===== config.mk =====
export PLATFORM = sky130hd
export DESIGN_NAME = switch_ingress_fifo_flat
export DESIGN_NICKNAME = d
export VERILOG_FILES = /design/src/rtl/switch_ingress_fifo_if.sv /design/src/rtl/switch_ingress_fifo.sv /design/src/flat_wrapper.sv
export SDC_FILE = /design/constraint.sdc
export NUM_CORES = 1
export LEC_CHECK = 0
export CORE_AREA = 2 2 98 100
export CTS_CLUSTER_SIZE = 16
export DETAILED_ROUTE_END_ITERATION = 16
export DIE_AREA = 0 0 100 102
export HOLD_SLACK_MARGIN = 0.05
export PLACE_DENSITY = 0.79
export SYNTH_ARGS = -nofsm -noshare
export SYNTH_HDL_FRONTEND = slang
export SYNTH_SLANG_ARGS = --single-unit

===== constraint.sdc =====
create_clock -name clk -period 5.96 [get_ports clk]
set_input_delay 0.894 -clock clk [delete_from_list [all_inputs] [get_ports clk]]
set_output_delay 0.894 -clock clk [all_outputs]
set_load 0.03 [all_outputs]

===== src/rtl/switch_ingress_fifo_if.sv =====
// Handshake bundle between a port receiver / switch scheduler and one ingress FIFO.
// SWITCH_INGRESS_DROP_COUNT_EN adds the drop_count signal to the bundle.
interface switch_ingress_fifo_if #(
   parameter int WIDTH = 8,
   parameter int DEPTH = 16
);
   localparam int AW = $clog2(DEPTH);

   logic             wrreq;
   logic [WIDTH-1:0] wrdata;
   logic             rdreq;
   logic [WIDTH-1:0] q;
   logic             empty;
   logic             full;
   logic [AW:0]      usedw;
   logic             overflow;
`ifdef SWITCH_INGRESS_DROP_COUNT_EN
   logic [15:0]      drop_count;

   modport master (output wrreq, wrdata, rdreq,
                   input  q, empty, full, usedw, overflow, drop_count);
   modport slave  (input  wrreq, wrdata, rdreq,
                   output q, empty, full, usedw, overflow, drop_count);
`else
   modport master (output wrreq, wrdata, rdreq,
                   input  q, empty, full, usedw, overflow);
   modport slave  (input  wrreq, wrdata, rdreq,
                   output q, empty, full, usedw, overflow);
`endif
endinterface


===== src/rtl/switch_ingress_fifo.sv =====
// Per-port show-ahead ingress queue feeding the switch scheduler.
// Optional saturating drop counter enabled by SWITCH_INGRESS_DROP_COUNT_EN.
module switch_ingress_fifo #(
   parameter int  WIDTH = 8,
   parameter int  DEPTH = 16,
   localparam int AW    = $clog2(DEPTH)
) (
   input logic                 clk,
   input logic                 reset,
   switch_ingress_fifo_if.slave bus
);
   localparam logic [AW:0] PTR_ONE = {{AW{1'b0}}, 1'b1};

   generate
      if (DEPTH < 2 || (DEPTH & (DEPTH - 1)) != 0) begin : g_depth_check
         $error("switch_ingress_fifo: DEPTH must be a power of 2 and >= 2");
      end
   endgenerate

   logic [WIDTH-1:0] mem [DEPTH];
   logic [AW:0]      wr_ptr;
   logic [AW:0]      rd_ptr;
   logic             empty;
   logic             full;
   logic             wr_en;
   logic             rd_en;
   logic             overflow;

   // Flags come straight from the registered pointers, so they can never disagree with usedw.
   assign empty = (wr_ptr == rd_ptr);
   assign full  = (wr_ptr[AW] != rd_ptr[AW]) && (wr_ptr[AW-1:0] == rd_ptr[AW-1:0]);
   assign wr_en = bus.wrreq && !full;
   assign rd_en = bus.rdreq && !empty;

   always_ff @(posedge clk or posedge reset) begin
      if (reset) begin
         wr_ptr <= '0;
         rd_ptr <= '0;
      end else begin
         if (wr_en) wr_ptr <= wr_ptr + PTR_ONE;
         if (rd_en) rd_ptr <= rd_ptr + PTR_ONE;
      end
   end

   // Storage is not reset; q masks unwritten entries by forcing zero while empty.
   always_ff @(posedge clk) begin
      if (wr_en) mem[wr_ptr[AW-1:0]] <= bus.wrdata;
   end

   always_ff @(posedge clk or posedge reset) begin
      if (reset)                  overflow <= 1'b0;
      else if (bus.wrreq && full) overflow <= 1'b1;
   end

`ifdef SWITCH_INGRESS_DROP_COUNT_EN
   logic [15:0] drop_count;

   always_ff @(posedge clk or posedge reset) begin
      if (reset)
         drop_count <= '0;
      else if (bus.wrreq && full && drop_count != 16'hFFFF)
         drop_count <= drop_count + 16'd1;
   end

   assign bus.drop_count = drop_count;
`endif

   assign bus.q        = empty ? '0 : mem[rd_ptr[AW-1:0]];
   assign bus.empty    = empty;
   assign bus.full     = full;
   assign bus.usedw    = wr_ptr - rd_ptr;
   assign bus.overflow = overflow;
endmodule


===== src/flat_wrapper.sv =====
// flat-port wrapper written by rule: the top's interface ports become plain ports
module switch_ingress_fifo_flat 
#(
   parameter int  WIDTH = 8,
   parameter int  DEPTH = 16,
   localparam int AW    = $clog2(DEPTH)
)
  (clk, reset, bus_wrreq, bus_wrdata, bus_rdreq, bus_q, bus_empty, bus_full, bus_usedw, bus_overflow);
  switch_ingress_fifo_if #(.WIDTH(WIDTH), .DEPTH(DEPTH)) bus_i ();
  input logic clk;
  input logic reset;
  input wire logic [$bits(bus_i.wrreq)-1:0] bus_wrreq;
  input wire logic [$bits(bus_i.wrdata)-1:0] bus_wrdata;
  input wire logic [$bits(bus_i.rdreq)-1:0] bus_rdreq;
  output wire logic [$bits(bus_i.q)-1:0] bus_q;
  output wire logic [$bits(bus_i.empty)-1:0] bus_empty;
  output wire logic [$bits(bus_i.full)-1:0] bus_full;
  output wire logic [$bits(bus_i.usedw)-1:0] bus_usedw;
  output wire logic [$bits(bus_i.overflow)-1:0] bus_overflow;
  assign bus_i.wrreq = bus_wrreq;
  assign bus_i.wrdata = bus_wrdata;
  assign bus_i.rdreq = bus_rdreq;
  assign bus_q = bus_i.q;
  assign bus_empty = bus_i.empty;
  assign bus_full = bus_i.full;
  assign bus_usedw = bus_i.usedw;
  assign bus_overflow = bus_i.overflow;
  switch_ingress_fifo #(.WIDTH(WIDTH), .DEPTH(DEPTH)) u_core (.clk(clk), .reset(reset), .bus(bus_i));
endmodule

==> metrics.md <==
| Metric | Value |
|---|---|
| Die area | 10,200 um2 |
| Worst r2r src | u_core.rd_ptr[3] |
| Status | complete, no violations |
| Die Width | approximately 100 um |
| Max cap viols | 0 |
| Final setup viols | 0 |
| Final wirelength | about 11,000 um |
| Synthesized area | 5766 um2 |
| Worst-Skew Late Latency | around 0.50 ns |
| Placement Setup Slack | 1.892 ns |
| Worst slew margin | 33.49% |
| Commonest non-fill, non-tap cell in the layout | edfxtp_1 |
| Critical-path top delay cell | dfrtp_1 |
| Starting Density | 63.30% |
| WL per Instance | about 25 um |
| Synth Instances | about 290 |
| # H-tree levels | 4 |
| Final setup margin | 1.253 ns |
| First-pass DRT Iterations | 5 |
| R2R depth | 6 |
| RSZ-0062 raised after global routing | false |
| Initial antenna violation count | 0 |
| Layout cells sized above 1 | roughly a fifth |
| Final Hold Fails | 0 |
| Total global-route track usage | 24.13% |
| Actual slew at the worst max-slew pin | 0.9940 ns |
| WP data required | 5.07 ns |
| DP Area | 6081 um2 |
| Area Overhead vs Synth | 15.30% |
| Worst Hold Depth | 1 |
| Crit path kind | reg -> out |
| Die Y-Extent | 102 um |
| Worst hold path class | reg -> reg |
| Clock buffer depth | 2 |
| Core Region | slightly above 9000 um2 |
| Number of global-route vias before repair | around 3,000 |
| Async set-reset flop share out of synthesis | 7.914% |
| #FFs+latches synth | 139 |
| HP Start | u_core.bus.overflow |
| Startpoint types | register |
| Fillers | between 500 and 600 |
| # IOs | 28 |
| Antenna diodes | 0 |
| Port Buf Inserts | 27 |
| Worst Path Buf+Inv | 2 |
| Power, Total | ~3.8 mW |
| Largest stage delay, worst path | just under 0.9 ns |
| Cell area power density | 567.2 nW/um2 |
| Worst R2R End | u_core.mem[6][1] |
| Most frequent cells in the layout | edfxtp_1 (128), clkdlybuf4s50_1 (27), mux4_2 (21) |
| Nature of the critical path endpoint | primary output |
| CP cell instances | inv_2 -> ha_1 -> and4_1 -> nand2_1 -> o21ai_0 -> a21oi_1 -> clkdlybuf4s50_1 |
| Peak supply drop | a little under 1 mV |
| Arrival time of the worst setup path | 3.81 ns |
| CP top delay family | buffers and inverters |
| WHS Endpoint | u_core.bus.overflow |
| CTS tree | done |
| Max Clock Skew | 0.009247 ns |
| Mean post-synth cell area | 19.81 um2 |
| Largest net degree at the start of global routing | 31 |
| GPL Wtd Cong | 0.9021 |
| Via count | 2,843 |
| Core Rows | 35 |
| Clock Sinks | 139 |
| Hold Worst Slack | approximately 0.47 ns |
| DRC | 0 |
| Most used DFF post-synth | edfxtp_1 |
| Clock root cell | clkbuf_8 |
| Part of the cycle the worst path needs | 78.98% |
| CP Max Fanout | 19 |
| R2r setup slk | 2.69 ns |
| Congestion Overflow GR | 0 |
| Vias/cell | 6.332 |
| Syn. warnings | 0 |
| Post-route ant nets | 0 |
| DRT iter0 DRCs | 264 |
| Setup TNS | 0 ns |
| Fin area | 6648 um2 |
| Minimum clock period | 4.707 ns |
| CTS resizes | 0 |
| NumNets Final | 347 |
| EDFF count, synth | 128 |
| Post-Syn Nets | 313 |
| CTS Hold Bufs | 0 |
| CTS buffer count | 17 |
| Slew Viols, Final | 0 |
| Leak pwr | 2.292 nW |
| Post-synth cell types | 34 |
| Sequential area share after synthesis | ~71% |
| Fmax | 212.4 MHz |
| Hpwl dp | 6627 um |
| Clock transition at the registers of the reported paths | 0.06 ns |
| First-pass GRT wire length | around 17,000 um |
| # Post-CTS Setup Buffers | 0 |
==> report_power, final <==
| group | internal [mW] | switching (mW) |
|---|---|---|
| combinational | 0.652 | 0.744 |
| clock | 0.598 | 0.395 |
| sequential | 1.20 | 0.187 |
| total | 2.45 | 1.33 |
==> synthesized netlist by cell type, drive strengths merged, types with 3 or more instances <==
| master | count | area, um2 |
|---|---|---|
| a21o | 3 | 22.52 |
| a21oi | 9 | 45.04 |
| and2 | 8 | 50.05 |
| and3 | 7 | 43.79 |
| and4 | 4 | 35.03 |
| buf | 9 | 87.58 |
| clkbuf | 4 | 15.01 |
| dfrtp | 11 | 275.3 |
| edfxtp | 128 | 3844 |
| ha | 9 | 112.6 |
| inv | 9 | 33.79 |
| mux2 | 8 | 90.09 |
| mux2i | 7 | 70.07 |
| mux4 | 32 | 762.0 |
| nand2 | 6 | 22.52 |
| nand3 | 4 | 20.02 |
| nor2 | 4 | 15.01 |
| o21ai | 9 | 48.80 |
| xnor2 | 10 | 87.58 |
==> kinds of logic (layout without fill, tap and decap cells) <==
group / Yosys count / after routing / share of synthesized area, %
xor gates and xnor gates: 12 / 12 / 1.823
muxes: 47 / 47 / 15.99
buffers and inverters: 22 / 69 / 2.365
DFF: 139 / 139 / 71.44
adders and majority gates: 10 / 10 / 2.300
and+or+nand+nor: 37 / 37 / 3.667
AOI/OAI and AO/OA: 24 / 24 / 2.409
==> routing by layer <==
metal / up-vias / GRT usage (%) / wire [um]
met5: - / 0 / 0
met4: 0 / 8.957 / 189
met3: 16 / 5.677 / 702
met2: 128 / 37.16 / 5413
met1: 1444 / 34.65 / 4722
li1: 1255 / - / -
==> worst max-delay path by stage <==
stage | cells after the start | slack, ns | to | from
after floorplan | 9 | 2.52 | bus_q[6] | u_core.rd_ptr[3]
after global placement | 7 | 1.97 | bus_q[7] | u_core.rd_ptr[3]
after detailed placement | 7 | 1.89 | bus_q[0] | u_core.rd_ptr[3]
after CTS | 7 | 1.30 | bus_q[0] | u_core.rd_ptr[3]
after global routing | 7 | 1.08 | bus_q[7] | u_core.rd_ptr[3]
final | 7 | 1.25 | bus_q[0] | u_core.rd_ptr[3]
==> worst register-to-register path, delay by kind of cell, from the launching register on <==
family / cells / cell delay, ns
AND/OR/NAND/NOR: 3 / 1.05
flip-flops: 1 / 0.87
adder cells (fa/ha/maj): 1 / 0.45
buffers and inverters: 1 / 0.34
AO/OA/AOI/OAI: 1 / 0.19
==> flip-flops by register name, summed over array words and instances (netlist names) <==
register / count
u_core.mem: 128
u_core.rd_ptr: 5
u_core.wr_ptr: 5
u_core.bus.overflow: 1
==> final cells by class <==
class / count / area (um2) / share of cell area [%]
Sequential cell: 139 / 4120 / 61.98
Multi-Input combinational cell: 130 / 1510 / 22.72
Clock buffer: 19 / 421.7 / 6.343
Timing Repair Buffer: 28 / 277.8 / 4.178
Clock inverter: 13 / 145.1 / 2.183
Tap cell: 111 / 138.9 / 2.089
Inverter: 9 / 33.78 / 0.5082
==> through the flow <==
stage          util, %  std cells
5_1_grt          72.98        449
6_report         72.98        449
4_1_cts          72.98        449
3_3_place_gp     66.76        417
2_1_floorplan        -        291
3_5_place_dp     66.76        417
Note: power is estimated with default switching activity, not from simulation.
